### config.mk
export PLATFORM = sky130hd
export DESIGN_NAME = fetch_unit
export DESIGN_NICKNAME = d
export VERILOG_FILES = /design/src/rtl/cpu_pkg.sv /design/src/rtl/fetch_fifo.sv /design/src/rtl/fetch_unit.sv
export SDC_FILE = /design/constraint.sdc
export NUM_CORES = 1
export LEC_CHECK = 0
export CORE_MARGIN = 2
export CORE_UTILIZATION = 40
export DETAILED_ROUTE_END_ITERATION = 12
export MAX_ROUTING_LAYER = met4
export PLACE_DENSITY = 0.68
export RECOVER_POWER = 100
export SYNTH_ARGS = -nofsm -noshare
export SYNTH_HDL_FRONTEND = slang
export SYNTH_SLANG_ARGS = --single-unit
### constraint.sdc
create_clock -name clk -period 5.5 [get_ports clk]
set_clock_uncertainty 0.2 [all_clocks]
set_input_delay 1.1 -clock clk [delete_from_list [all_inputs] [get_ports clk]]
set_output_delay 1.1 -clock clk [all_outputs]
set_load 0.02 [all_outputs]
### src/rtl/cpu_pkg.sv
// Shared CPU constants used by the fetch stage and its instruction buffer.
package cpu_pkg;

  localparam int          ADDRESS_SIZE = 32;
  localparam int          DATA_SIZE    = 32;
  localparam logic [31:0] RESET_PC     = 32'h8002_0000;
  localparam logic [1:0]  ACC_WORD     = 2'b00;

endpackage

### src/rtl/fetch_fifo.sv
// Instruction buffer for the fetch stage: DEPTH entries of {pc, insn}, flush wins over push/pop.
module fetch_fifo #(
  parameter int DEPTH = 2,
  parameter int WIDTH = 64
) (
  input  logic                   clk,
  input  logic                   rst,
  input  logic                   push_i,
  input  logic                   pop_i,
  input  logic                   flush_i,
  input  logic [WIDTH-1:0]       din_i,
  output logic [WIDTH-1:0]       head_o,
  output logic [$clog2(DEPTH):0] count_o,
  output logic                   empty_o,
  output logic                   full_o
);

  localparam int PW = $clog2(DEPTH);
  localparam logic [PW:0] DEPTH_C = (PW+1)'(DEPTH);

  logic [PW-1:0]    wr_ptr_q;
  logic [PW-1:0]    rd_ptr_q;
  logic [PW:0]      count_q;
  logic [WIDTH-1:0] mem_q [DEPTH];

  always_ff @(posedge clk or posedge rst) begin
    if (rst) begin
      wr_ptr_q <= '0;
      rd_ptr_q <= '0;
      count_q  <= '0;
    end else if (flush_i) begin
      wr_ptr_q <= '0;
      rd_ptr_q <= '0;
      count_q  <= '0;
    end else begin
      if (push_i) wr_ptr_q <= wr_ptr_q + 1'b1;
      if (pop_i)  rd_ptr_q <= rd_ptr_q + 1'b1;
      count_q <= count_q + {{PW{1'b0}}, push_i} - {{PW{1'b0}}, pop_i};
    end
  end

  // Storage carries data only, so it is left out of reset.
  always_ff @(posedge clk) begin
    if (push_i && !flush_i) mem_q[wr_ptr_q] <= din_i;
  end

  assign head_o  = mem_q[rd_ptr_q];
  assign count_o = count_q;
  assign empty_o = (count_q == '0);
  assign full_o  = (count_q == DEPTH_C);

  a_no_overflow: assert property (@(posedge clk) disable iff (rst)
    !(push_i && !pop_i && !flush_i && full_o));
  a_no_underflow: assert property (@(posedge clk) disable iff (rst)
    !(pop_i && !flush_i && empty_o));

endmodule

### src/rtl/fetch_unit.sv
// Fetch stage: owns the PC, issues one-word reads, buffers returned words and hands
// {pc, insn} to decode with a valid/stall handshake; redirect flushes everything in flight.
module fetch_unit #(
  parameter int                      ADDRESS_SIZE = cpu_pkg::ADDRESS_SIZE,
  parameter int                      DATA_SIZE    = cpu_pkg::DATA_SIZE,
  parameter logic [ADDRESS_SIZE-1:0] RESET_PC     = cpu_pkg::RESET_PC,
  parameter int                      FIFO_DEPTH   = 2
) (
  input  logic                    clk,
  input  logic                    reset,
  output logic [ADDRESS_SIZE-1:0] mem_addr,
  output logic                    mem_en,
  output logic                    mem_wren,
  output logic [1:0]              mem_acc_size,
  input  logic [DATA_SIZE-1:0]    mem_d_out,
  input  logic                    mem_busy,
  input  logic                    redirect,
  input  logic [ADDRESS_SIZE-1:0] redirect_pc,
  input  logic                    stall,
  output logic                    insn_valid,
  output logic [DATA_SIZE-1:0]    insn,
  output logic [ADDRESS_SIZE-1:0] insn_pc
);

  import cpu_pkg::*;

  localparam int            CW      = $clog2(FIFO_DEPTH) + 1;
  localparam int            EW      = ADDRESS_SIZE + DATA_SIZE;
  localparam logic [CW:0]   DEPTH_C = (CW+1)'(FIFO_DEPTH);

  logic [ADDRESS_SIZE-1:0] fetch_pc_q, fetch_pc_d;
  logic [ADDRESS_SIZE-1:0] inflight_pc_q;
  logic                    inflight_q, inflight_d;

  logic          issue;
  logic          resp_vld;
  logic          pop;
  logic          fifo_push;
  logic          fifo_pop;
  logic          fifo_empty;
  logic          fifo_full;
  logic [CW-1:0] fifo_count;
  logic [EW-1:0] fifo_head;
  logic [CW:0]   credit;

  always_comb begin
    credit   = {1'b0, fifo_count} + {{CW{1'b0}}, inflight_q};
    issue    = !reset && !mem_busy && !redirect && (credit < DEPTH_C);
    // A response landing in a redirect cycle belongs to the old path.
    resp_vld = inflight_q && !redirect;

    insn_valid = !fifo_empty || resp_vld;
    if (!fifo_empty)   {insn_pc, insn} = fifo_head;
    else if (resp_vld) {insn_pc, insn} = {inflight_pc_q, mem_d_out};
    else               {insn_pc, insn} = '0;

    pop       = insn_valid && !stall && !redirect;
    fifo_pop  = pop && !fifo_empty;
    // Empty buffer plus same-cycle pop: the word goes straight through to decode.
    fifo_push = resp_vld && !(fifo_empty && pop);

    inflight_d = issue;
    if (redirect)   fetch_pc_d = redirect_pc & ~ADDRESS_SIZE'(3);
    else if (issue) fetch_pc_d = fetch_pc_q + ADDRESS_SIZE'(4);
    else            fetch_pc_d = fetch_pc_q;
  end

  always_ff @(posedge clk or posedge reset) begin
    if (reset) begin
      fetch_pc_q <= RESET_PC;
      inflight_q <= 1'b0;
    end else begin
      fetch_pc_q <= fetch_pc_d;
      inflight_q <= inflight_d;
    end
  end

  always_ff @(posedge clk) begin
    if (issue) inflight_pc_q <= fetch_pc_q;
  end

  assign mem_addr     = fetch_pc_q;
  assign mem_en       = issue;
  assign mem_wren     = 1'b0;
  assign mem_acc_size = ACC_WORD;

  fetch_fifo #(
    .DEPTH (FIFO_DEPTH),
    .WIDTH (EW)
  ) u_fifo (
    .clk     (clk),
    .rst     (reset),
    .push_i  (fifo_push),
    .pop_i   (fifo_pop),
    .flush_i (redirect),
    .din_i   ({inflight_pc_q, mem_d_out}),
    .head_o  (fifo_head),
    .count_o (fifo_count),
    .empty_o (fifo_empty),
    .full_o  (fifo_full)
  );

endmodule
==> impl_summary.md <==
Logic synthesis
In this run, synthesis produced a sequential element count of 189. The area share of the largest cell type after synthesis is 57.9%. The top cell type by total area after synthesis is sky130_fd_sc_hd__edfxtp_1. For this run, the leading register cell type out of synthesis is sky130_fd_sc_hd__edfxtp_1.

The most common cell in the netlist is sky130_fd_sc_hd__edfxtp_1. The total of warnings raised by yosys is 0. The post-synthesis cell type count is 47.

Counting instances in the post-synthesis netlist gives the leading cell types as sky130_fd_sc_hd__edfxtp_1, sky130_fd_sc_hd__nand2_1, sky130_fd_sc_hd__o21ai_0, sky130_fd_sc_hd__mux2i_1, sky130_fd_sc_hd__dfrtp_1. Averaged over all synthesized cells, the footprint is 13.2 sq um. By area the synthesized netlist is led by sky130_fd_sc_hd__edfxtp_1, sky130_fd_sc_hd__dfrtp_1, sky130_fd_sc_hd__mux2i_1. The number of enable flip-flop cells after synthesis is 154. Sequential cells were found to cover 68.9% of the synthesized design area. Counting every instance in the synthesized netlist gives 606. The post-synthesis cell area is 0.00799 sq mm. For this run, asynchronously set or reset flops after synthesis account for 18.5%.

Clock tree
The post-CTS setup buffer count is 0. The cts-stage hold buffer count is 0. The master cell of the clock root buffer is sky130_fd_sc_hd__clkbuf_16. The clock latency reported for the late side of the worst-skew pair is 0.42 ns. In this run, post-CTS repair resized a total of 0 instances. The number of sinks driven by the clock tree is 189.

The clock input transition at the sequential cells of the worst setup and hold paths is 0.07 ns. The clock tree from TritonCTS is yes. The number of CTS-inserted buffers is 17. The H-tree was split into 4 levels. No sink is reached through more buffers than the 2 on the longest clock path.

Pwr
The internal portion of the total power is 0.00244 W. The peak ir drop on the vdd network is 0.234 mV. In this run switching power makes up 25.0% of total power. The power per standard cell area is 311 mW/mm^2.

The leakage power total is 3.66 nW. The switching power is 0.000810 W. The clock share of power is 38.3%.

Registers are responsible for 51.0% of the overall power. The share of total power in combinational logic is 10.7%.

Layout
The area growth from synthesis to layout is 30.7%. Measured on the finished design, the core utilization comes to 53.5%. The net count of the finished layout is 835. The number of diodes added for antenna fixing is 0. Across the whole layout, storage elements account for 0.00551 sq mm. The post-route netlist has 5.54% of its cells at a drive strength greater than 1.

The area of the multi-input gates is 0.00232 sq mm. The filler cells instantiated in the layout total 1716.

Die
The initialized floorplan defines 51 standard-cell rows. The core box area is 0.0195 sq mm. For this configuration, the core starts out at a cell density of 40.9%.

During I/O placement, the number of pins put on the boundary was 170. The die is 145 um wide. The floorplan step defined a die boundary enclosing 0.0211 sq mm. The die extent in y is 145 um.

STA
The number of failing hold endpoints at the final stage is 0. The least setup slack across all paths after layout is 0.635 ns. The achievable clock frequency is 0.206 GHz. The tightest hold margin is 0.278 ns. The final-report setup violation count is 0.

Setup repair after global routing left no endpoint under its margin. Summed over all failing endpoints, the final setup total negative slack is 0 ns. The post-route clock period utilization is 88.5%. For the pin with the worst max-slew slack, the measured transition is 1.95 ns. The max-slew headroom at the worst pin is -30.3%. The final count of pins violating max slew is 175. Counting I/O delays and the setup requirement, the final critical path takes 4.87 ns.

Worst setup path
Among all stages on the critical path, the largest delay is contributed by sky130_fd_sc_hd__or4_1. Walking the worst path, the cells encountered are dlygate4sd3_1 -> or4_1 -> or2_4 -> inv_1 -> dlygate4sd3_1. The peak fanout along the critical path is 22. The critical path required time is 4.20 ns. The cell type with the highest occurrence count on the critical path is sky130_fd_sc_hd__dlygate4sd3_1. The type of the worst setup path is in2out. The setup check on the worst reg-to-reg path leaves a slack of 1.84 ns. The largest single stage delay on the critical path is 0.70 ns. The worst setup path is launched from a primary input.

The nature of the critical path endpoint is an output pin. For the worst setup path, the data arrival time is 3.57 ns.

Route
The detail-routed via count per cell is 5.23. The residual DRC count is 0. The via total after detailed routing is 5447. The first-iteration detailed-routing DRC count is 303. The first TritonRoute pass finished after 5 iterations.

The number of antenna-violating nets in the routed design is 0. After detailed routing, the average wire length per cell comes to 18.1 um. The total detailed-routing wirelength is 18800 um.

Placement
Routability-driven placement finished with a final weighted congestion of 0.868. The total of buffers placed on input and output ports is 160. Detailed placement ended at an HPWL of 12000 um.

The post-place setup slack is 0.960 ns.

Job
Across the run, the number of max-cap violations was 4.

Global routing
The initial antenna violation count was 0. Entering global routing, the biggest net connects 63 pins. The total overflow left after global routing is 0.

The via count of the first global-routing pass is 5638. The first global-routing pass estimated 30200 um of wire. The total global-route track usage is 18.6%.

Worst hold path
The class of the worst hold path is reg2reg.

Outcome
The final reports fail on max-capacitance violations, max-slew violations. The flow ran to the end, but the final reports show violations.
## cells in the final DEF, fill, tap and decap left out, drive strengths merged, types with 3 or more instances in the layout
cell type / Yosys / layout
edfxtp: 154 / 154
o21ai: 81 / 81
a21oi: 5 / 5
o211ai: 8 / 8
nand3: 14 / 14
nor2b: 7 / 7
a22oi: 5 / 5
or3: 4 / 4
xor2: 4 / 4
nor2: 16 / 16
and3: 3 / 3
clkinv: 0 / 4
inv: 6 / 14
and2: 3 / 3
xnor2: 3 / 3
clkdlybuf4s50: 0 / 32
ha: 3 / 3
nand4: 11 / 11
a221o: 4 / 4
dlygate4sd3: 0 / 125
clkbuf: 21 / 24
mux2i: 65 / 65
conb: 1 / 7
buf: 17 / 7
dfrtp: 33 / 33
a31oi: 3 / 3
o311ai: 8 / 8
nand3b: 3 / 3
nand2: 97 / 97
or4: 3 / 3
nor3: 8 / 8
## critical path, delay by kind of cell
family                 cells  cell delay (ns)
buffers and inverters      3             1.34
AND/OR/NAND/NOR            2             1.12
## metal layers
layer / track usage (%) / share of wire (%)
met3: 5.17 / 7.2
met4: 5.59 / 1.0
met1: 23.9 / 45
met5: - / 0
met2: 29.1 / 47
## power by group through the flow
stage	sequential (W)	clock, W	combinational (W)
after floorplan	0.00169	0	0.000162
after global placement	0.00168	0	0.000370
after detailed placement	0.00169	0	0.000375
after CTS	0.00166	0.00128	0.000377
after global routing	0.00166	0.00134	0.000374
final	0.00165	0.00124	0.000347
## stage by stage
step,instance area [sq um],power (W),instances
2_1_floorplan,8020,0.00185,612
3_3_place_gp,9870,0.00205,1009
3_5_place_dp,9870,0.00206,1009
4_1_cts,10500,0.00331,1041
5_1_grt,10400,0.00337,1041
6_report,10400,0.00325,1041
## final timing paths
check	startpoint	end	cells after the start
max	redirect	mem_en	5
min	inflight_pc_q[7]$_DFFE_PP_	u_fifo.mem_q[0][39]$_DFFE_PP_	0
max reg2reg	u_fifo.count_o[1]$_DFF_PP0_	u_fifo.mem_q[1][6]$_DFFE_PP_	4
min reg2reg	inflight_pc_q[7]$_DFFE_PP_	u_fifo.mem_q[0][39]$_DFFE_PP_	0
max in group asynchronous	reset	u_fifo.rd_ptr_q$_DFFE_PP0P_	3
min in group asynchronous	reset	u_fifo.count_o[1]$_DFF_PP0_	3
## flip-flops by register name (all words and copies together) (netlist names)
register         flops
mem_addr            30
u_fifo.mem_q       124
u_fifo.count_o       2
inflight_pc_q       30
u_fifo.wr_ptr_q      1
u_fifo.rd_ptr_q      1
inflight_q           1
## cells by family (layout without fill, tap and decap cells)
| family | after synthesis | after routing | synth area share (%) |
|---|---|---|---|
| flip-flops | 189 | 189 | 68.9 |
| AND/OR/NAND/NOR | 177 | 177 | 10.3 |
| AO/OA/AOI/OAI | 120 | 120 | 8.86 |
| multiplexers | 65 | 65 | 8.14 |
| buffers and inverters | 44 | 208 | 2.55 |
| XOR/XNOR | 7 | 7 | 0.767 |
| adder cells (fa/ha/maj) | 3 | 3 | 0.470 |
| other | 1 | 7 | 0.0469 |
## cell type report
type	count	share of cell area, %
Clock inverter	14	1.63
Inverter	6	0.216
Clock buffer	18	4.11
Timing Repair Buffer	170	15.9
Tap cell	265	3.18
Sequential cell	189	52.7
Multi-Input combinational cell	379	22.2
(Power assumes the default switching activity.)
